--- src/rtl/regfile_pkg.sv ---
// Shared types and sizing helpers for the parametrised register file.
package regfile_pkg;

  typedef enum logic {
    IDLE  = 1'b0,
    CLEAR = 1'b1
  } state_e;

  localparam int DEF_DEPTH   = 16;
  // Clear takes one falling edge per entry.
  localparam int CLR_LATENCY = DEF_DEPTH;

  // A 2-entry file still needs a 1-bit address.
  function automatic int addr_w(input int depth);
    return (depth <= 2) ? 1 : $clog2(depth);
  endfunction

  function automatic int clr_latency(input int depth);
    return depth;
  endfunction

endpackage

--- src/rtl/regfile_clear_seq.sv ---
// Sequential clear engine: walks the array one entry per falling edge.
module regfile_clear_seq
  import regfile_pkg::*;
#(
  parameter int DEPTH = 16,
  parameter int AW    = addr_w(DEPTH)
) (
  input  logic          clk_i,
  input  logic          rst_i,
  input  logic          clr_i,
  output logic          busy_o,
  output logic          clr_we_o,
  output logic [AW-1:0] clr_addr_o
);

  state_e        state_q, state_d;
  logic [AW-1:0] cnt_q, cnt_d;

  always_ff @(negedge clk_i or posedge rst_i) begin
    if (rst_i) begin
      state_q <= IDLE;
      cnt_q   <= '0;
    end else begin
      state_q <= state_d;
      cnt_q   <= cnt_d;
    end
  end

  // Exit on the compare, never on wrap, so the counter stays put after a clear.
  always_comb begin
    state_d = state_q;
    cnt_d   = cnt_q;
    case (state_q)
      IDLE: begin
        if (clr_i) begin
          state_d = CLEAR;
          cnt_d   = '0;
        end
      end
      CLEAR: begin
        if (cnt_q == AW'(DEPTH - 1)) state_d = IDLE;
        else                         cnt_d   = cnt_q + AW'(1);
      end
      default: state_d = IDLE;
    endcase
  end

  assign busy_o     = (state_q == CLEAR);
  assign clr_we_o   = busy_o;
  assign clr_addr_o = cnt_q;

endmodule

--- src/rtl/regfile_param.sv ---
// Parametrised register file: 1 write port on falling edge, 2 combinational reads.
module regfile_param
  import regfile_pkg::*;
#(
  parameter int WIDTH    = 16,
  parameter int DEPTH    = 16,
  parameter int AW       = addr_w(DEPTH),
  parameter int BYPASS   = 1,
  parameter int ZERO_REG = 0
) (
  input  logic             C,
  input  logic             res,
  input  logic [WIDTH-1:0] Din,
  input  logic             we,
  input  logic [AW-1:0]    Rw,
  input  logic [AW-1:0]    Ra,
  input  logic [AW-1:0]    Rb,
  output logic [WIDTH-1:0] Da,
  output logic [WIDTH-1:0] Db,
  input  logic             clr,
  output logic             busy
);

  logic [DEPTH-1:0][WIDTH-1:0] mem_q;
  logic                        clr_we;
  logic [AW-1:0]               clr_addr;
  logic                        wr_ok, hit_a, hit_b, zr_a, zr_b;

  regfile_clear_seq #(.DEPTH(DEPTH), .AW(AW)) u_clr (
    .clk_i      (C),
    .rst_i      (res),
    .clr_i      (clr),
    .busy_o     (busy),
    .clr_we_o   (clr_we),
    .clr_addr_o (clr_addr)
  );

  // Writes are lost while clearing; the issuing stage stalls on busy.
  assign wr_ok = we && !busy && !((ZERO_REG != 0) && (Rw == '0));

  always_ff @(negedge C or posedge res) begin
    if (res)         mem_q           <= '0;
    else if (clr_we) mem_q[clr_addr] <= '0;
    else if (wr_ok)  mem_q[Rw]       <= Din;
  end

  assign hit_a = (BYPASS != 0) && wr_ok && (Ra == Rw);
  assign hit_b = (BYPASS != 0) && wr_ok && (Rb == Rw);
  assign zr_a  = (ZERO_REG != 0) && (Ra == '0);
  assign zr_b  = (ZERO_REG != 0) && (Rb == '0);

  assign Da = zr_a ? '0 : hit_a ? Din : mem_q[Ra];
  assign Db = zr_b ? '0 : hit_b ? Din : mem_q[Rb];

endmodule

--- config.mk ---
export PLATFORM = sky130hd
export DESIGN_NAME = regfile_param
export DESIGN_NICKNAME = d
export VERILOG_FILES = /design/src/rtl/regfile_pkg.sv /design/src/rtl/regfile_clear_seq.sv /design/src/rtl/regfile_param.sv
export SDC_FILE = /design/constraint.sdc
export NUM_CORES = 1
export LEC_CHECK = 0
export CAP_MARGIN = 20
export CORE_MARGIN = 5
export CORE_UTILIZATION = 40
export DETAILED_ROUTE_END_ITERATION = 12
export GPL_ROUTABILITY_DRIVEN = 0
export SLEW_MARGIN = 20
export SYNTH_ARGS = -nofsm -noshare
export SYNTH_HDL_FRONTEND = slang
export SYNTH_SLANG_ARGS = --single-unit
--- constraint.sdc ---
create_clock -name C -period 9.55 [get_ports C]
set_input_delay 1.91 -clock C [delete_from_list [all_inputs] [get_ports C]]
set_output_delay 1.91 -clock C [all_outputs]
set_load 0.03 [all_outputs]
After elaboration in Yosys (flattened, before gate mapping). Index checks and enable logic that the tools add are counted.

Memory bits (writable): 0. Memories kept: 0. Latch bits: 0. Bits in registers: 261. Input bits: 32. Word-level logic and storage cells: 60. Output and inout port bits: 33. Bits in read-only memories: 0.

Divide/modulo/power cells: 0. Bitwise logic cells: 3. Multiplexer cells: 19. Shift operators: 0. Equal/unequal tests: 5. $mul: 0. Reductions and logical operators: 8. Add/subtract/negate cells: 1. Magnitude comparators: 6.

Operators with widths (count): $mux 256 (2); $and 256x256->256 (1); $bwmux 256 (1); $not 256->256 (1); $bmux 16 s4 (2); $demux 16 s4 (2); $mux 16 (6); $lt 4x5->1 const B (4); $eq 4x4->1 (2); $ge 4x1->1 const B (2); $mux 4 (2); $pmux 4 s2 (1); $logic_and 1x1->1 (5); $add 4x1->4 const B (1); $eq 4x4->1 const B (1); $ne 2x2->1 const B (2); $mux 1 (2); $pmux 1 s2 (1); $reduce_and 2->1 (1); $reduce_bool 2->1 (1); $logic_not 1->1 (1); $not 1->1 (1).

Logic depth before layout (Yosys ltp). Gate-level depths: netlist of the first run.

Word-level depth: 7. Depth in mapped cells: 7. Gate-level depth less buffers: 5.

Modules after synthesis. A second synthesis of the first run with hierarchy kept.

Cell total of the unflattened synthesis: 972. Area total of the unflattened synthesis: 14222.4 um2.

By module, submodules not included: regfile_param (sequential area each 6406.1 um2, cells each 943, instances 1, area each 13952.1 um2); regfile_clear_seq (sequential area each 125.1 um2, cells each 29, instances 1, area each 270.3 um2).

==> run_results.csv, run 1 <==
group,metric,value,unit
layout,utilization,46.6,%
clocking,clock-sinks,261,
layout,layout_commonest_cell,"dfrtn_1",
timing,layout_setup_ws,0.115,ns
layout,drive_gt1_share,27.7,%
drt,wl_per_cell,29.3,um
hold_path,min_path_type,"reg2reg",
clocking,cts_tree,"yes",
clocking,cts_hold_buffers,0,
clocking,cts.reportedPaths.clkPinSlew,0.04,ns
timing,rsz0062_at_grt,"false",
timing,worst_pin_slew,1.10,ns
power,combinationalPowerShare,29.7,%
timing,setup_viol,0,
critical_path,crit_top_cell,"mux2i_1",
timing,skew,0.0134,ns
die,die_y,198,um
critical_path,cp.arrival,7.52,ns
critical_path,r2r_slack,7.36,ns
critical_path,crit_buf_inv,1,
global_routing,grt_pass1_wl,65.3,mm
placement,dp_hpwl,25.7,mm
clocking,h-tree-depth,1,
clocking,clkLatencyLatePin,0.55,ns
critical_path,path_delay_family,"multiplexers",
layout,layout.nets,1036,
synth,synthesis.nets,1013,
drt,num_vias,9651,
critical_path,worstPathRequired,7.64,ns
die,core,34700,sq um
synth,syn_area,14100,sq um
die,die-area,39100,sq um
die,core.rowCount,68,
synth,synth_edf_count,0,
layout,mostFrequentLayoutCells,"dfrtn_1 (261), a22o_1 (256), mux4_2 (128)",
synth,yosysSeqAreaShare,46.3,%
synth,synth-async-reset-ratio,100,%
clocking,cts_buffer_depth,3,
layout,area_delta_synth_final,14.8,%
power,max-vdd-ir-drop,152,uV
global_routing,grt_usage,21.8,%
placement,dpl_worst_slack,0.658,ns
synth,synth_ff_type,"dfrtn_1",
critical_path,endpoint_kind,"primary output",
critical_path,cp_max_fo,3,
synth,synth.ff_latch_count,261,
die,die_w,198,um
critical_path,start_kind,"register",
critical_path,max_stage_delay,0.61,ns
placement,place.port_buffers,64,
critical_path,path_class,"reg2out",
placement,dp.cells,1423,
drt,vias_per_cell,6.55,
drt,drt-pass1-iter-count,5,
clocking,numCtsBuffers,30,
status,run_status,"finished clean",
layout,final_cell_area,16200,sq um
run,drv_cap,0,
layout,nFillCells,3049,
power,p_per_area,245,nW/um^2
drt,first_iter_violations,829,
global_routing,use_met1,31.2,%
drt,remaining_drc_errors,0,
power,p_int,0.00269,W
global_routing,antenna_found_initial,0,
global_routing,use_met3,4.37,%
global_routing,grt_max_degree,68,
power,switching_power,0.00126,W
clocking,post-cts-setup-buffer-count,0,
power,swShare,32.0,%
drt,ant_nets,0,
timing,slew_violations,0,
global_routing,overflow,0,
clocking,cts_root_buf,"clkbuf_16",
layout,final_cells,1474,
power,p_clk_share,29.9,%
critical_path,path_cells,"mux4_2, mux2i_1, mux2i_1, mux2_2, clkdlybuf4s50_1",
critical_path,cp_slowest_cell,"clkdlybuf4s50_1",
global_routing,grt_use_met2,34.0,%
synth,yosys_warnings,0,
timing,maxSlewHeadroom,26.8,%
die,ios,65,
timing,finalHoldViolations,0,
global_routing,grt_pass1_vias,9996,
layout,diodes,0,
global_routing,busiest_layer,"met2",
clocking,postCtsResizedCells,0,
placement,dpl_cell_area,15200,sq um
drt,routed_wl,43.2,mm
synth,synth.avg_cell_area,14.4,sq um
die,initial_core_util,40.6,%
power,p_leak,7.19,nW
synth,synth_cells,977,
power,seqPwrFrac,40.5,%
synth,synth.distinct_cells,36,
==> sequential cells by signal (all words and copies together) (netlist names) <==
name and count:
mem_q 256, u_clr.busy_o 1, u_clr.clr_addr_o 4
==> logic make-up after synthesis <==
| logic type | synth area share, % |
|---|---|
| AND/OR/NAND/NOR | 2.01 |
| flip-flops | 46.3 |
| adder cells (fa/ha/maj) | 0.355 |
| multiplexers | 29.9 |
| XOR/XNOR | 0.559 |
| buffers and inverters | 3.87 |
| AO/OA/AOI/OAI | 17.0 |
==> routing by layer <==
metal	up-vias	part of all wire, %
met5	-	0
met1	5212	43
met2	377	47
li1	3995	-
met4	0	2.7
met3	67	6.8
==> layout make-up <==
cell class                 instances  area (sq um)  area share [%]
clock buffer                      42           887            5.48
sequential                       261          6530            40.4
tap                              455           569            3.52
multi-input combinational        594          7060            43.6
timing repair buffer             108           988            6.11
inverter                           5          22.5           0.139
clock inverter                     9           123           0.758
==> power groups by stage <==
| stage | Clock, W | Sequential (W) | Combinational, W |
|---|---|---|---|
| after CTS | 0.00120 | 0.00160 | 0.00117 |
| after floorplan | 0 | 0.00155 | 0.000842 |
| final | 0.00118 | 0.00160 | 0.00117 |
| after global placement | 0 | 0.00160 | 0.00115 |
| after global routing | 0.00125 | 0.00164 | 0.00125 |
| after detailed placement | 0 | 0.00161 | 0.00117 |
==> final timing paths <==
| path | end | start | cells past startpoint |
|---|---|---|---|
| max | Db[7] | mem_q[247] | 5 |
| min reg2reg | mem_q[168] | mem_q[168] | 1 |
| min | mem_q[168] | mem_q[168] | 1 |
| max in group asynchronous | mem_q[182] | res | 3 |
| min in group asynchronous | mem_q[108] | res | 2 |
| max reg2reg | mem_q[8] | u_clr.busy_o | 5 |
==> synthesized netlist by cell type (4+ instances only) <==
| cell | instances | share of area, % |
|---|---|---|
| buf_2 | 49 | 1.7 |
| nor2_1 | 15 | 0.40 |
| xor2_1 | 6 | 0.37 |
| buf_4 | 5 | 0.27 |
| clkbuf_1 | 39 | 1.0 |
| inv_1 | 5 | 0.13 |
| ha_1 | 4 | 0.36 |
| nand2_1 | 7 | 0.19 |
| dfrtn_1 | 261 | 46 |
| mux2_2 | 33 | 2.6 |
| mux2i_1 | 96 | 6.8 |
| a21oi_2 | 6 | 0.37 |
| a21oi_1 | 10 | 0.36 |
| nor3_1 | 5 | 0.18 |
| buf_1 | 23 | 0.61 |
| mux4_2 | 128 | 20 |
| a22o_1 | 256 | 16 |
==> per-stage QoR <==
step	hold WS (ns)	setup TNS (ns)	total power, W
2_1_floorplan	0.438	-111.55	0.00239
3_3_place_gp	0.455	0	0.00275
3_5_place_dp	0.457	0	0.00278
4_1_cts	0.464	0	0.00397
5_1_grt	0.476	0	0.00413
6_report	0.460	0	0.00396
Note: power is estimated with default switching activity, not from simulation.
==> run 2: changes to the inputs <==
Settings changed: ABC_CLOCK_PERIOD_IN_PS set to 9550, CTS_CLUSTER_SIZE set to 30.
==> results of run 2 <==
The final DEF is identical to that of run 1; final timing and power are the same.
